## src/rtl/dmem_arbiter_if.sv

```systemverilog
// Bundle between the data-memory arbiter, its two requesters and the memory.
// Request handshake: rN_req rises with we/addr/size/wdata stable and holds until
// the cycle rN_gnt is seen high; the access is taken on that clock edge. rN_rsp_valid
// is a single-cycle pulse that qualifies rsp_rdata/rsp_err, with no back-pressure.
interface dmem_arbiter_if #(
  parameter int ADDR_W = 8,
  parameter int DATA_W = 32
);
  logic              r0_req;
  logic              r0_we;
  logic [ADDR_W+1:0] r0_addr;
  logic [1:0]        r0_size;
  logic [DATA_W-1:0] r0_wdata;
  logic              r0_gnt;
  logic              r0_rsp_valid;

  logic              r1_req;
  logic              r1_we;
  logic [ADDR_W+1:0] r1_addr;
  logic [1:0]        r1_size;
  logic [DATA_W-1:0] r1_wdata;
  logic              r1_gnt;
  logic              r1_rsp_valid;

  logic [DATA_W-1:0] rsp_rdata;
  logic              rsp_err;

  logic              mem_load;
  logic              mem_store;
  logic [ADDR_W-1:0] mem_addr;
  logic [DATA_W-1:0] mem_wdata;
  logic [DATA_W-1:0] mem_rdata;

  modport slave (
    input  r0_req, r0_we, r0_addr, r0_size, r0_wdata,
    input  r1_req, r1_we, r1_addr, r1_size, r1_wdata,
    output r0_gnt, r0_rsp_valid, r1_gnt, r1_rsp_valid,
    output rsp_rdata, rsp_err,
    output mem_load, mem_store, mem_addr, mem_wdata,
    input  mem_rdata
  );

  modport master (
    output r0_req, r0_we, r0_addr, r0_size, r0_wdata,
    output r1_req, r1_we, r1_addr, r1_size, r1_wdata,
    input  r0_gnt, r0_rsp_valid, r1_gnt, r1_rsp_valid,
    input  rsp_rdata, rsp_err,
    input  mem_load, mem_store, mem_addr, mem_wdata,
    output mem_rdata
  );
endinterface

```

## src/rtl/dmem_arbiter.sv

```systemverilog
// Round-robin arbiter and access sequencer for a single-port word memory:
// sub-word stores become read-modify-write, loads return zero-extended lanes.
module dmem_arbiter #(
  parameter int ADDR_W = 8,
  parameter int DATA_W = 32
) (
  input  logic             clk,
  input  logic             rst_n,
  dmem_arbiter_if.slave    bus,
  output logic [1:0]       fsm_state
);

  typedef enum logic [1:0] {
    IDLE   = 2'd0,
    ACCESS = 2'd1,
    MERGE  = 2'd2
  } state_t;

  state_t            state;
  logic              ptr;
  logic              lat_we;
  logic              lat_id;
  logic [ADDR_W-1:0] lat_word;
  logic [1:0]        lat_off;
  logic [1:0]        lat_size;
  logic [DATA_W-1:0] lat_wdata;
  logic [DATA_W-1:0] merge_q;
  logic              rsp_valid0;
  logic              rsp_valid1;
  logic [DATA_W-1:0] rsp_rdata_q;
  logic              rsp_err_q;

  logic              gnt0;
  logic              gnt1;
  logic              req_we;
  logic [ADDR_W+1:0] req_addr;
  logic [1:0]        req_size;
  logic [DATA_W-1:0] req_wdata;
  logic              acc_err;
  logic              word_store;
  logic [4:0]        sh;
  logic [DATA_W-1:0] lane;
  logic [DATA_W-1:0] lane_mask;
  logic [DATA_W-1:0] load_data;
  logic [DATA_W-1:0] merged;

  // With both requesting, ptr names the owner of this round (0 -> r0).
  assign gnt0 = (state == IDLE) && bus.r0_req && (!bus.r1_req || !ptr);
  assign gnt1 = (state == IDLE) && bus.r1_req && (!bus.r0_req ||  ptr);

  assign req_we    = gnt1 ? bus.r1_we    : bus.r0_we;
  assign req_addr  = gnt1 ? bus.r1_addr  : bus.r0_addr;
  assign req_size  = gnt1 ? bus.r1_size  : bus.r0_size;
  assign req_wdata = gnt1 ? bus.r1_wdata : bus.r0_wdata;

  assign acc_err = (lat_size == 2'b11) ||
                   ((lat_size == 2'b01) && lat_off[0]) ||
                   ((lat_size == 2'b10) && (lat_off != 2'b00));
  assign word_store = lat_we && (lat_size == 2'b10);

  assign sh        = {lat_off, 3'b000};
  assign lane      = (lat_size == 2'b00) ? DATA_W'(32'h0000_00FF) : DATA_W'(32'h0000_FFFF);
  assign lane_mask = lane << sh;
  assign load_data = (lat_size == 2'b10) ? bus.mem_rdata : ((bus.mem_rdata >> sh) & lane);
  assign merged    = (merge_q & ~lane_mask) | ((lat_wdata << sh) & lane_mask);

  always_ff @(posedge clk or negedge rst_n) begin
    if (!rst_n) begin
      state       <= IDLE;
      ptr         <= 1'b0;
      lat_we      <= 1'b0;
      lat_id      <= 1'b0;
      lat_word    <= '0;
      lat_off     <= '0;
      lat_size    <= '0;
      lat_wdata   <= '0;
      merge_q     <= '0;
      rsp_valid0  <= 1'b0;
      rsp_valid1  <= 1'b0;
      rsp_rdata_q <= '0;
      rsp_err_q   <= 1'b0;
    end else begin
      rsp_valid0 <= 1'b0;
      rsp_valid1 <= 1'b0;
      case (state)
        IDLE: begin
          if (gnt0 || gnt1) begin
            lat_we    <= req_we;
            lat_id    <= gnt1;
            lat_word  <= req_addr[ADDR_W+1:2];
            lat_off   <= req_addr[1:0];
            lat_size  <= req_size;
            lat_wdata <= req_wdata;
            ptr       <= gnt0;
            state     <= ACCESS;
          end
        end
        ACCESS: begin
          if (acc_err || !lat_we || word_store) begin
            rsp_valid0  <= !lat_id;
            rsp_valid1  <= lat_id;
            rsp_err_q   <= acc_err;
            rsp_rdata_q <= (acc_err || lat_we) ? '0 : load_data;
            state       <= IDLE;
          end else begin
            merge_q <= bus.mem_rdata;
            state   <= MERGE;
          end
        end
        MERGE: begin
          rsp_valid0  <= !lat_id;
          rsp_valid1  <= lat_id;
          rsp_err_q   <= 1'b0;
          rsp_rdata_q <= '0;
          state       <= IDLE;
        end
        default: state <= IDLE;
      endcase
    end
  end

  // Strobes decode straight from state so an asynchronous reset kills them at once.
  assign bus.mem_load  = (state == ACCESS) && !acc_err && !word_store;
  assign bus.mem_store = ((state == ACCESS) && !acc_err && word_store) || (state == MERGE);
  assign bus.mem_addr  = lat_word;
  assign bus.mem_wdata = (state == MERGE) ? merged : lat_wdata;

  assign bus.r0_gnt       = gnt0;
  assign bus.r1_gnt       = gnt1;
  assign bus.r0_rsp_valid = rsp_valid0;
  assign bus.r1_rsp_valid = rsp_valid1;
  assign bus.rsp_rdata    = rsp_rdata_q;
  assign bus.rsp_err      = rsp_err_q;
  assign fsm_state        = state;

endmodule

```

## src/flat_wrapper.sv

```systemverilog
// flat-port wrapper written by rule: the top's interface ports become plain ports
module dmem_arbiter_flat 
#(
  parameter int ADDR_W = 8,
  parameter int DATA_W = 32
)
  (clk, rst_n, fsm_state, bus_r0_req, bus_r0_we, bus_r0_addr, bus_r0_size, bus_r0_wdata, bus_r1_req, bus_r1_we, bus_r1_addr, bus_r1_size, bus_r1_wdata, bus_r0_gnt, bus_r0_rsp_valid, bus_r1_gnt, bus_r1_rsp_valid, bus_rsp_rdata, bus_rsp_err, bus_mem_load, bus_mem_store, bus_mem_addr, bus_mem_wdata, bus_mem_rdata);
  dmem_arbiter_if #(.ADDR_W(ADDR_W), .DATA_W(DATA_W)) bus_i ();
  input  logic clk;
  input  logic rst_n;
  output logic [1:0] fsm_state;
  input wire logic [$bits(bus_i.r0_req)-1:0] bus_r0_req;
  input wire logic [$bits(bus_i.r0_we)-1:0] bus_r0_we;
  input wire logic [$bits(bus_i.r0_addr)-1:0] bus_r0_addr;
  input wire logic [$bits(bus_i.r0_size)-1:0] bus_r0_size;
  input wire logic [$bits(bus_i.r0_wdata)-1:0] bus_r0_wdata;
  input wire logic [$bits(bus_i.r1_req)-1:0] bus_r1_req;
  input wire logic [$bits(bus_i.r1_we)-1:0] bus_r1_we;
  input wire logic [$bits(bus_i.r1_addr)-1:0] bus_r1_addr;
  input wire logic [$bits(bus_i.r1_size)-1:0] bus_r1_size;
  input wire logic [$bits(bus_i.r1_wdata)-1:0] bus_r1_wdata;
  output wire logic [$bits(bus_i.r0_gnt)-1:0] bus_r0_gnt;
  output wire logic [$bits(bus_i.r0_rsp_valid)-1:0] bus_r0_rsp_valid;
  output wire logic [$bits(bus_i.r1_gnt)-1:0] bus_r1_gnt;
  output wire logic [$bits(bus_i.r1_rsp_valid)-1:0] bus_r1_rsp_valid;
  output wire logic [$bits(bus_i.rsp_rdata)-1:0] bus_rsp_rdata;
  output wire logic [$bits(bus_i.rsp_err)-1:0] bus_rsp_err;
  output wire logic [$bits(bus_i.mem_load)-1:0] bus_mem_load;
  output wire logic [$bits(bus_i.mem_store)-1:0] bus_mem_store;
  output wire logic [$bits(bus_i.mem_addr)-1:0] bus_mem_addr;
  output wire logic [$bits(bus_i.mem_wdata)-1:0] bus_mem_wdata;
  input wire logic [$bits(bus_i.mem_rdata)-1:0] bus_mem_rdata;
  assign bus_i.r0_req = bus_r0_req;
  assign bus_i.r0_we = bus_r0_we;
  assign bus_i.r0_addr = bus_r0_addr;
  assign bus_i.r0_size = bus_r0_size;
  assign bus_i.r0_wdata = bus_r0_wdata;
  assign bus_i.r1_req = bus_r1_req;
  assign bus_i.r1_we = bus_r1_we;
  assign bus_i.r1_addr = bus_r1_addr;
  assign bus_i.r1_size = bus_r1_size;
  assign bus_i.r1_wdata = bus_r1_wdata;
  assign bus_r0_gnt = bus_i.r0_gnt;
  assign bus_r0_rsp_valid = bus_i.r0_rsp_valid;
  assign bus_r1_gnt = bus_i.r1_gnt;
  assign bus_r1_rsp_valid = bus_i.r1_rsp_valid;
  assign bus_rsp_rdata = bus_i.rsp_rdata;
  assign bus_rsp_err = bus_i.rsp_err;
  assign bus_mem_load = bus_i.mem_load;
  assign bus_mem_store = bus_i.mem_store;
  assign bus_mem_addr = bus_i.mem_addr;
  assign bus_mem_wdata = bus_i.mem_wdata;
  assign bus_i.mem_rdata = bus_mem_rdata;
  dmem_arbiter #(.ADDR_W(ADDR_W), .DATA_W(DATA_W)) u_core (.clk(clk), .rst_n(rst_n), .bus(bus_i), .fsm_state(fsm_state));
endmodule
```

## config.mk

```make
export PLATFORM = sky130hd
export DESIGN_NAME = dmem_arbiter_flat
export DESIGN_NICKNAME = d
export VERILOG_FILES = /design/src/rtl/dmem_arbiter_if.sv /design/src/rtl/dmem_arbiter.sv /design/src/flat_wrapper.sv
export SDC_FILE = /design/constraint.sdc
export NUM_CORES = 1
export LEC_CHECK = 0
export ABC_AREA = 1
export ABC_CLOCK_PERIOD_IN_PS = 4500
export BUFFER_PORTS_ARGS = -buffer_cell sky130_fd_sc_hd__buf_2
export CELL_PAD_IN_SITES_DETAIL_PLACEMENT = 2
export CELL_PAD_IN_SITES_GLOBAL_PLACEMENT = 2
export CORE_AREA = 10 10 160 162
export CTS_CLUSTER_SIZE = 8
export DETAILED_ROUTE_END_ITERATION = 12
export DIE_AREA = 0 0 170 172
export GPL_TIMING_DRIVEN = 0
export PLACE_DENSITY_LB_ADDON = 0.1
export SLEW_MARGIN = 20
export SYNTH_ARGS = -nofsm -noshare
export SYNTH_HDL_FRONTEND = slang
export SYNTH_SLANG_ARGS = --single-unit
```

## constraint.sdc

```tcl
create_clock -name clk -period 4.5 [get_ports clk]
set_clock_uncertainty 0.05 [all_clocks]
set_input_delay 0.9 -clock clk [delete_from_list [all_inputs] [get_ports clk]]
set_output_delay 0.9 -clock clk [all_outputs]
set_load 0.01 [all_outputs]
```

==> flow_summary.toml <==
[outcome]
status = "completed"

[floorplanning]
die_height_um = 172
pin_count = 207
core_mm2 = 0.0224
die_area_mm2 = 0.0292
std_cell_rows = 55
start_util_pct = 28.8
die_width_um = 170

[global_routing]
grt_pass1_vias = 7998
grt_max_degree = 75
grt_usage_pct = 20.8
grt_pass1_wl_um = 46300
grt-ovfl-total = 0
antenna_found_initial = 1

[timing]
finalSetupViolCount = 0
setup_ws_ns = 0.730
rsz0062_at_grt = "no"
relSlewSlack_pct = 51.5
fin_crit_sh_pct = 83.8
drv_slew = 0
tightest_slew_ns = 0.728
holdWs_ns = 0.326
fin_crit_ns = 3.77
fmax_ghz = 0.265
finalHoldViolCount = 0
tns_ns = 0

[synth]
synth.distinct_cells = 25
synthAdderAreaFrac_pct = 0.583
ys_ff_latch = 116
yosysWarnings = 0
synth_xor_area_share_pct = 0
synth_area_mm2 = 0.00643
yosys.area_share.simple_pct = 36.1
avgSynthCellArea_um2 = 6.87
synth_compound_area_share_pct = 11.8
synth_mux_area_share_pct = 0
seq_area_frac_synth_pct = 45.1
synth_top_family_by_area = "simple AND/OR/NAND/NOR gates"
synthesis.nets = 1066
synthCells = 937

[worst_setup_path]
cp_top_family = "buffers and inverters"
crit_path_end_kind = "primary output"
required_ns = 3.55
worstPathArrival_ns = 2.82
reg2reg_from = "u_core.fsm_state[1]$_DFFE_PN0P_"
critPathMaxStageDelay_ns = 0.46
cp_max_fo = 10
r2r_setup_slack_ns = 2.16
path_cells = "inv_1, ha_1, clkbuf_1, clkbuf_1, o21ai_0, o21ai_0, buf_2"
start_kind = "register"
crit_path_top_delay_cell = "clkbuf_1"
startpoint = "u_core.fsm_state[0]$_DFFE_PN0P_"
cp.buffers_inverters = 4
critPathKind = "register to primary output"

[routing]
drc = 0
avgViaCountPerCell = 4.92
drt_iter0_drc = 376
drt_wl_total_um = 30300
antenna_left = 0
routedWlPerCell_um = 20.8
drtPass1Iterations = 5
vias = 7188

[place]
post-dp-hpwl_um = 23500
portBuffers = 206
dp_slack_ns = 1.25
place.gp.congestion = 0.808

[min_path]
hold_path.class = "input port to asynchronous set/reset pin"

[job]
drv_cap = 0

[final_layout]
syn2layout_area_growth_pct = 32.0
diodes = 0
post-route-util_pct = 38.0
drive_above_1_share_pct = 23.2
fillers = 2759
finalNetCount = 1292

[cts]
cts_made_buffers = 17
post_cts_buffers = 0
cts.path.max_buffers = 2
cts_sinks = 116
cts_resized = 0
cts-root-buf = "clkbuf_16"
cts_hold_buf = 0
cts_tree = "done"
clock_latency_ns = 0.43
clk_pin_slew_worst_paths_ns = 0.07
cts_max_level = 4

[pwr]
irDropWorstVdd_mv = 0.238
fin_total_pwr_mw = 6.71
p_leak_nw = 4.52
power_density_mw_per_mm2 = 789
## Yosys cell counts, drive strengths merged
master	number	area share, %
nand2	432	25
dfrtp	116	45
o21ai	78	6.1
nor2	71	4.5
nand3	63	5.0
a31oi	45	4.4
inv	43	2.5
clkbuf	32	1.9
buf	25	1.9
nor3	16	1.2
o211ai	8	0.93
a21oi	3	0.23
ha	3	0.58
clkinv	1	0.058
o21bai	1	0.12
## worst register-to-register path, delay by kind of cell (launching register included)
| family | cells | cell delay, ns |
|---|---|---|
| flops | 1 | 0.40 |
| compound gates | 1 | 0.18 |
| simple gates | 3 | 0.28 |
| fa+ha+maj | 1 | 0.22 |
| buf+inv | 3 | 1.14 |
## report_power, final
part	total [mW]	internal, mW	switching (mW)
sequential	1.86	1.50	0.364
clock	1.51	0.951	0.559
combinational	3.34	1.03	2.30
total	6.71	3.48	3.23
## kinds of logic after synthesis
kind of cell	Yosys count
AOI/OAI and AO/OA	135
adders and majority gates	3
buffers and inverters	101
DFF	116
and+or+nand+nor	582
## final cells by class
| type | count | area (µm²) | area share [%] |
|---|---|---|---|
| plain buffers | 57 | 245 | 2.89 |
| clock buffers | 19 | 443 | 5.21 |
| clock inverters | 13 | 198 | 2.33 |
| inverters | 44 | 165 | 1.94 |
| multi-input cells | 720 | 3120 | 36.7 |
| flip-flops and latches | 116 | 2900 | 34.2 |
| well taps | 285 | 357 | 4.20 |
| repair buffers | 207 | 1060 | 12.5 |
## registers in the layout, summed over array words and instances, names as in the netlist
name,cells
u_core.merge_q,32
u_core.lat_off,2
u_core.lat_wdata,32
u_core.bus.r0_rsp_valid,1
u_core.bus.mem_addr,8
u_core.bus.r1_rsp_valid,1
u_core.bus.rsp_err,1
u_core.bus.rsp_rdata,32
u_core.lat_we,1
u_core.lat_size,2
u_core.fsm_state,2
u_core.lat_id,1
u_core.ptr,1
## metal layers
layer | vias to the layer above | wire, µm | track usage [%]
li1 | 3467 | - | -
met5 | - | 0 | 0
met1 | 3494 | 13300 | 25.0
met3 | 29 | 1900 | 5.93
met2 | 198 | 14600 | 35.3
met4 | 0 | 529 | 5.87
## path summary, 6_finish.rpt
kind	to	depth (start not counted)
setup / recovery	bus_mem_wdata[10]	7
hold / removal	u_core.merge_q[6]$_DFFE_PN0P_	1
setup reg to reg	u_core.lat_size[0]$_DFFE_PN0P_	8
hold reg to reg	u_core.bus.r0_rsp_valid$_DFF_PN0_	1
max in group asynchronous	u_core.merge_q[11]$_DFFE_PN0P_	2
min in group clk	u_core.bus.r0_rsp_valid$_DFF_PN0_	1
## cell usage in the layout (no fill, tap or decap), types with 2 or more instances in the layout
cell | synthesis | routed
buf_1 | 6 | 6
clkbuf_16 | 0 | 17
inv_6 | 0 | 3
o21ai_0 | 64 | 64
buf_4 | 3 | 3
clkbuf_1 | 32 | 33
inv_2 | 7 | 7
ha_1 | 3 | 3
clkinv_4 | 0 | 5
nor2_4 | 3 | 3
nand2_2 | 2 | 2
o21ai_1 | 13 | 13
nor2_1 | 67 | 67
buf_2 | 16 | 221
nand3_1 | 62 | 62
inv_1 | 36 | 36
o211ai_1 | 8 | 8
nor3_1 | 16 | 16
a21oi_1 | 3 | 3
nand2_1 | 429 | 429
bufinv_16 | 0 | 4
a31oi_1 | 45 | 45
dfrtp_1 | 116 | 116
## stage by stage
stage | instance area [µm²] | std cells
5_1_grt | 8500 | 1461
6_report | 8500 | 1461
4_1_cts | 8500 | 1461
2_1_floorplan | 6430 | 937
3_3_place_gp | 7820 | 1428
3_5_place_dp | 7860 | 1429
No activity file was read; power rests on OpenSTA's default activity.
